**src/rtl/data_mem_port_pkg.sv**
```systemverilog
// Shared ISA definitions for the MEM-stage load/store port: opcode values and
// opcode decode helpers used by the FSM and the lane formatter.
package data_mem_port_pkg;

  localparam logic [5:0] OPC_LB = 6'h20;
  localparam logic [5:0] OPC_LW = 6'h23;
  localparam logic [5:0] OPC_SB = 6'h28;
  localparam logic [5:0] OPC_SW = 6'h2B;

  function automatic logic [5:0] get_opc(input logic [31:0] insn);
    return insn[31:26];
  endfunction

  function automatic logic is_mem_opc(input logic [5:0] opc);
    return (opc == OPC_LB) || (opc == OPC_LW) || (opc == OPC_SB) || (opc == OPC_SW);
  endfunction

  function automatic logic is_word_opc(input logic [5:0] opc);
    return (opc == OPC_LW) || (opc == OPC_SW);
  endfunction

  function automatic logic is_store_opc(input logic [5:0] opc);
    return (opc == OPC_SB) || (opc == OPC_SW);
  endfunction

endpackage

```
**src/rtl/data_mem_port_lane_formatter.sv**
```systemverilog
// Byte-lane steering for stores (byte enables, replicated data) and load
// extraction with sign extension for LB. Purely combinational.
module lane_formatter
  import data_mem_port_pkg::*;
(
  input  logic [5:0]  opc,
  input  logic [1:0]  byte_sel,
  input  logic [31:0] store_data,
  input  logic [31:0] rdata,
  output logic [3:0]  be,
  output logic [31:0] wdata,
  output logic [31:0] load_data
);

  logic [7:0] byte_lane;

  always_comb begin
    // NOTE: every output gets a default first so no path leaves a value held, which would infer a latch.
    be        = 4'hF;
    wdata     = store_data;
    load_data = rdata;
    byte_lane = rdata[8*byte_sel +: 8];
    case (opc)
      OPC_SB: begin
        be    = 4'b0001 << byte_sel;
        wdata = {4{store_data[7:0]}};
      end
      OPC_LB:  load_data = {{24{byte_lane[7]}}, byte_lane};
      default: ;
    endcase
  end

endmodule

```
**src/rtl/data_mem_port.sv**
```systemverilog
// MEM-stage load/store engine: issues LB/LW/SB/SW on a grant/valid memory bus,
// stalls the pipeline while the access is outstanding, and returns load data.
module data_mem_port
  import data_mem_port_pkg::*;
#(
  parameter int TIMEOUT = 16,
  parameter int ADDR_W  = 32
) (
  input  logic              clk,
  input  logic              reset_n,
  input  logic              exValid,
  input  logic [31:0]       instruction,
  input  logic [31:0]       aluOut,
  input  logic [31:0]       storeData,
  output logic              stall,
  output logic              done,
  output logic [31:0]       memoryOut,
  output logic              alignErr,
  output logic              busErr,
  output logic              memReq,
  output logic              memWe,
  output logic [ADDR_W-1:0] memAddr,
  output logic [3:0]        memBe,
  output logic [31:0]       memWdata,
  input  logic              memGnt,
  input  logic              memRvalid,
  input  logic [31:0]       memRdata
);

  typedef enum logic [1:0] {S_IDLE, S_REQ, S_WAIT, S_DONE} state_t;

  localparam int             CNT_W    = $clog2(TIMEOUT);
  localparam logic [CNT_W-1:0] CNT_LAST = CNT_W'(TIMEOUT - 1);

  state_t           state;
  logic [CNT_W-1:0] cnt;
  logic [5:0]       opc_q;
  logic [1:0]       addr_q;

  logic [5:0]  live_opc;
  logic        live_mem;
  logic        live_misaligned;
  logic [5:0]  fmt_opc;
  logic [1:0]  fmt_sel;
  logic [3:0]  fmt_be;
  logic [31:0] fmt_wdata;
  logic [31:0] fmt_load;
  logic        timeout;

  assign live_opc        = get_opc(instruction);
  assign live_mem        = exValid && is_mem_opc(live_opc);
  assign live_misaligned = is_word_opc(live_opc) && (aluOut[1:0] != 2'b00);
  assign timeout         = (cnt == CNT_LAST);

  // In IDLE the formatter sees the incoming instruction (store lanes are latched
  // on accept); afterwards it sees the latched access for load formatting.
  assign fmt_opc = (state == S_IDLE) ? live_opc    : opc_q;
  assign fmt_sel = (state == S_IDLE) ? aluOut[1:0] : addr_q;

  lane_formatter u_lane_formatter (
    .opc        (fmt_opc),
    .byte_sel   (fmt_sel),
    .store_data (storeData),
    .rdata      (memRdata),
    .be         (fmt_be),
    .wdata      (fmt_wdata),
    .load_data  (fmt_load)
  );

  assign stall = (state == S_REQ) || (state == S_WAIT) ||
                 ((state == S_IDLE) && live_mem && !live_misaligned);

  // NOTE: state registers use non-blocking assignments so every flop samples pre-edge values.
  always_ff @(posedge clk or negedge reset_n) begin
    if (!reset_n) begin
      state     <= S_IDLE;
      cnt       <= '0;
      opc_q     <= '0;
      addr_q    <= '0;
      done      <= 1'b0;
      alignErr  <= 1'b0;
      busErr    <= 1'b0;
      memoryOut <= '0;
      memReq    <= 1'b0;
      memWe     <= 1'b0;
      memAddr   <= '0;
      memBe     <= '0;
      memWdata  <= '0;
    end else begin
      case (state)
        S_IDLE: begin
          if (live_mem) begin
            opc_q    <= live_opc;
            addr_q   <= aluOut[1:0];
            memAddr  <= {aluOut[ADDR_W-1:2], 2'b00};
            memBe    <= fmt_be;
            memWdata <= fmt_wdata;
            memWe    <= is_store_opc(live_opc);
            cnt      <= '0;
            if (live_misaligned) begin
              state    <= S_DONE;
              done     <= 1'b1;
              alignErr <= 1'b1;
            end else begin
              state  <= S_REQ;
              memReq <= 1'b1;
            end
          end
        end

        S_REQ: begin
          if (memGnt) begin
            memReq <= 1'b0;
            if (is_store_opc(opc_q)) begin
              state <= S_DONE;
              done  <= 1'b1;
            end else if (memRvalid) begin
              memoryOut <= fmt_load;
              state     <= S_DONE;
              done      <= 1'b1;
            end else begin
              state <= S_WAIT;
              cnt   <= cnt + 1'b1;
            end
          end else if (timeout) begin
            memReq    <= 1'b0;
            memoryOut <= '0;
            busErr    <= 1'b1;
            done      <= 1'b1;
            state     <= S_DONE;
          end else begin
            cnt <= cnt + 1'b1;
          end
        end

        S_WAIT: begin
          if (memRvalid) begin
            memoryOut <= fmt_load;
            done      <= 1'b1;
            state     <= S_DONE;
          end else if (timeout) begin
            memoryOut <= '0;
            busErr    <= 1'b1;
            done      <= 1'b1;
            state     <= S_DONE;
          end else begin
            cnt <= cnt + 1'b1;
          end
        end

        S_DONE: begin
          done     <= 1'b0;
          alignErr <= 1'b0;
          busErr   <= 1'b0;
          state    <= S_IDLE;
        end

        default: state <= S_IDLE;
      endcase
    end
  end

endmodule

```
**config.mk**
```make
export PLATFORM = sky130hd
export DESIGN_NAME = data_mem_port
export DESIGN_NICKNAME = d
export VERILOG_FILES = /design/src/rtl/data_mem_port_pkg.sv /design/src/rtl/data_mem_port_lane_formatter.sv /design/src/rtl/data_mem_port.sv
export SDC_FILE = /design/constraint.sdc
export NUM_CORES = 1
export LEC_CHECK = 0
export CAP_MARGIN = 20
export CORE_ASPECT_RATIO = 1.1
export CORE_MARGIN = 3
export CORE_UTILIZATION = 35
export DETAILED_ROUTE_END_ITERATION = 16
export PLACE_DENSITY = 0.7
export SLEW_MARGIN = 20
export SYNTH_ARGS = -nofsm -noshare
export SYNTH_HDL_FRONTEND = slang
export SYNTH_SLANG_ARGS = --single-unit
```
**constraint.sdc**
```tcl
create_clock -name clk -period 2.23 [get_ports clk]
set_input_delay 0.5575 -clock clk [delete_from_list [all_inputs] [get_ports clk]]
set_output_delay 0.5575 -clock clk [all_outputs]
set_load 0.03 [all_outputs]
```
==> qor.yml <==
floorplanning:
  die_area_um2: 18380
  pin_count: 239
  die_h_um: 141.9
  rows: 49
  initial_core_util_pct: 35.75
  core-area_um2: 16430
  die_w_um: 129.5
clocking:
  cts_buffer_depth: 2
  cts_buffers: 17
  root_buffer: "clkbuf_16"
  clkLatencyLatePin_ns: 0.42
  clock-sinks: 117
  postCtsHoldBufs: 0
  cts_max_level: 4
  cts.clk_slew.worst_paths_ns: 0.06
  cts_tree: "done"
drt:
  route.vias.total: 5698
  drtIter0Drc: 483
  ant_nets: 0
  drc: 0
  via_per_inst: 5.124
  wire_per_inst_um: 17.05
  drt-total-wl_um: 18960
  first_pass_iters: 5
setup_path:
  worstSetupPathType: "reg -> out"
  crit_family: "flip-flops"
  startpoint_type: "flip-flop"
  path_cells: "inv_2, ha_4, buf_6, nand4_1, a31oi_2, or2_4, buf_6"
  cpPeakStageDelay_ns: 0.38
  crit_slowest_cell: "dfrtp_1"
  cp-end-kind: "primary output"
  crit_cells: 7
  cp_common_cell: "buf_6"
  reg2reg_depth: 10
  arrival_ns: 1.75
  crit_buf_inv: 3
  crit_fanout: 4
  required_ns: 1.67
global_route:
  grt_first_pass_wirelength_um: 29210
  grt_overflow: 0
  grt_max_degree: 91
  grt_pass1_vias: 5426
  grt.total_usage_pct: 20.44
  antenna_found_initial: 0
pwr:
  p_total_mw: 14.57
  p_sw_mw: 6.248
  cellLeakagePower_nw: 4.401
  p_per_area_nw_per_um2: 1554
  p_sw_share_pct: 42.88
  seqPwrFrac_pct: 25.1
  clkPwrFrac_pct: 18.7
  p_int_mw: 8.321
  irDropWorstVdd_v: 0.0007862
  p_comb_share_pct: 56.3
timing:
  fin_crit_sh_pct: 103.5
  maxSlewViolCount: 0
  fin_skew_ns: 0.006234
  rsz0062_at_grt: "yes"
  slew_headroom_pct: 66.38
  setup_ws_ns: -0.07834
  hold_viol_final: 0
  max_freq_mhz: 433.2
  fin_setup_tns_ns: -0.1477
  tightest_slew_ns: 0.5042
  setup-violations-final: 9
  min_period_ns: 2.308
logic_synthesis:
  seq_area_frac_synth_pct: 49.84
  netlist.area_leader.share_pct: 49.84
  ys_warn_count: 0
  netlist_top_cells_count: "nand2_1, dfrtp_1, a21oi_1, o21ai_0"
  ys_ff_latch: 117
  ys_async_sr_fraction_pct: 100.0
  syn-cell-area_um2: 5874
  synth.most_common_cell: "nand2_1"
  synth_top_cell_by_area: "dfrtp_1"
  ys.flop_type: "dfrtp_1"
  yosys-top-cells-area: "dfrtp_1, nand2_1, mux2i_1"
  synth_cells: 644
  synth_edf_count: 0
  synth.distinct_cells: 54
  postSynthAreaPerCell_um2: 9.122
final_layout:
  fin_util_pct: 57.06
  stdcell_count: 1112
  n_antenna_cell: 0
  layout.nets: 1034
  drive_above_1_share_pct: 15.86
  area_delta_synth_final_pct: 59.60
place:
  io_buffers: 210
  place.gp.congestion: 0.8579
  dp.cells: 1062
  hpwl_um: 13090
status:
  status: "complete, but fails checks"
  violations: "setup timing"
min_path:
  hold_class: "in -> async"
run:
  maxCapViolCount: 0
[layer usage]
layer  vias up  routed length (µm)  GRT usage [%]
met5         -                   0              0
met4         0                 417          7.002
met3        29                1193          5.497
met2       187                9552          34.14
met1      2735                7792          25.55
li1       2747                   -              -
[final cells by class]
type	count	area, µm²
fillers	1422	7056
flip-flops and latches	117	2928
repair buffers	276	2751
inverters	7	26.28
clock buffers	18	439.2
well taps	204	255.2
multi-input cells	476	2825
clock inverters	14	150.1
[worst reg2reg max path, cell delays in order (launching register included)]
cell	delay (ns)
dfrtp_1	0.38
inv_2	0.08
ha_4	0.16
buf_4	0.13
mux2i_4	0.24
buf_12	0.17
mux2i_4	0.24
mux2i_2	0.12
a21oi_4	0.29
clkbuf_16	0.22
o211ai_1	0.10
[power by group through the flow]
| stage | Clock [mW] | Combinational, mW | Sequential [mW] |
|---|---|---|---|
| CTS | 2.77 | 7.76 | 3.64 |
| global placement | 0 | 7.51 | 3.63 |
| global route | 2.88 | 8.77 | 3.78 |
| finish | 2.72 | 8.20 | 3.65 |
| floorplan | 0 | 2.88 | 5.23 |
| detailed placement | 0 | 7.59 | 3.66 |
[cells by family after synthesis]
family / share of synthesized area (%)
fa+ha+maj: 1.278
mux: 6.880
compound gates: 16.89
other cells: 0.06384
simple gates: 20.30
flops: 49.84
xor+xnor: 0.4474
buf+inv: 4.302
[cells in the final DEF (no fill, tap or decap), types with 10 or more instances in the layout]
master and instances:
a221o_1 12, nand2_1 203, clkdlybuf4s50_1 202, nor2_1 10, o21ai_1 20, o211ai_1 22
o21ai_0 34, nand3_1 25, mux2i_1 27, clkbuf_16 19, dfrtp_1 117, a21oi_1 32
buf_4 52
[path summary, 6_finish.rpt]
check | from | slack [ns] | endpoint
worst max-delay path | state[1] | -0.08 | stall
worst min-delay path | reset_n | 0.07 | memAddr[24]
worst max register to register | state[1] | -0.02 | memoryOut[10]
worst min register to register | memWdata[1] | 0.47 | memWdata[1]
max in group asynchronous | reset_n | 1.50 | memReq
min in group clk | memWdata[1] | 0.47 | memWdata[1]
[registers in the layout, summed over array words and instances (netlist names)]
signal / cells
memWdata: 32
memoryOut: 32
memAddr: 30
opc_q: 6
cnt: 4
memBe: 4
addr_q: 2
state: 2
alignErr: 1
busErr: 1
done: 1
memReq: 1
memWe: 1
[through the flow]
step / hold WS (ns) / setup slack, ns / area (µm²)
after floorplan: 0.2619 / 0.02593 / 5878
after global placement: 0.4526 / -0.2602 / 8472
after detailed placement: 0.4616 / -0.2594 / 8472
after CTS: 0.08118 / -0.05504 / 9150
after global routing: 0.09609 / -0.1440 / 9375
final: 0.07434 / -0.07834 / 9375
[repair_timing]
item	4_1_cts	5_1_grt
resized for setup	14	26
setup buffers	9	6
pin swaps	6	5
gates cloned	0	3
setup endpoints to repair	30	58
Power figures use the tool's default switching activity.
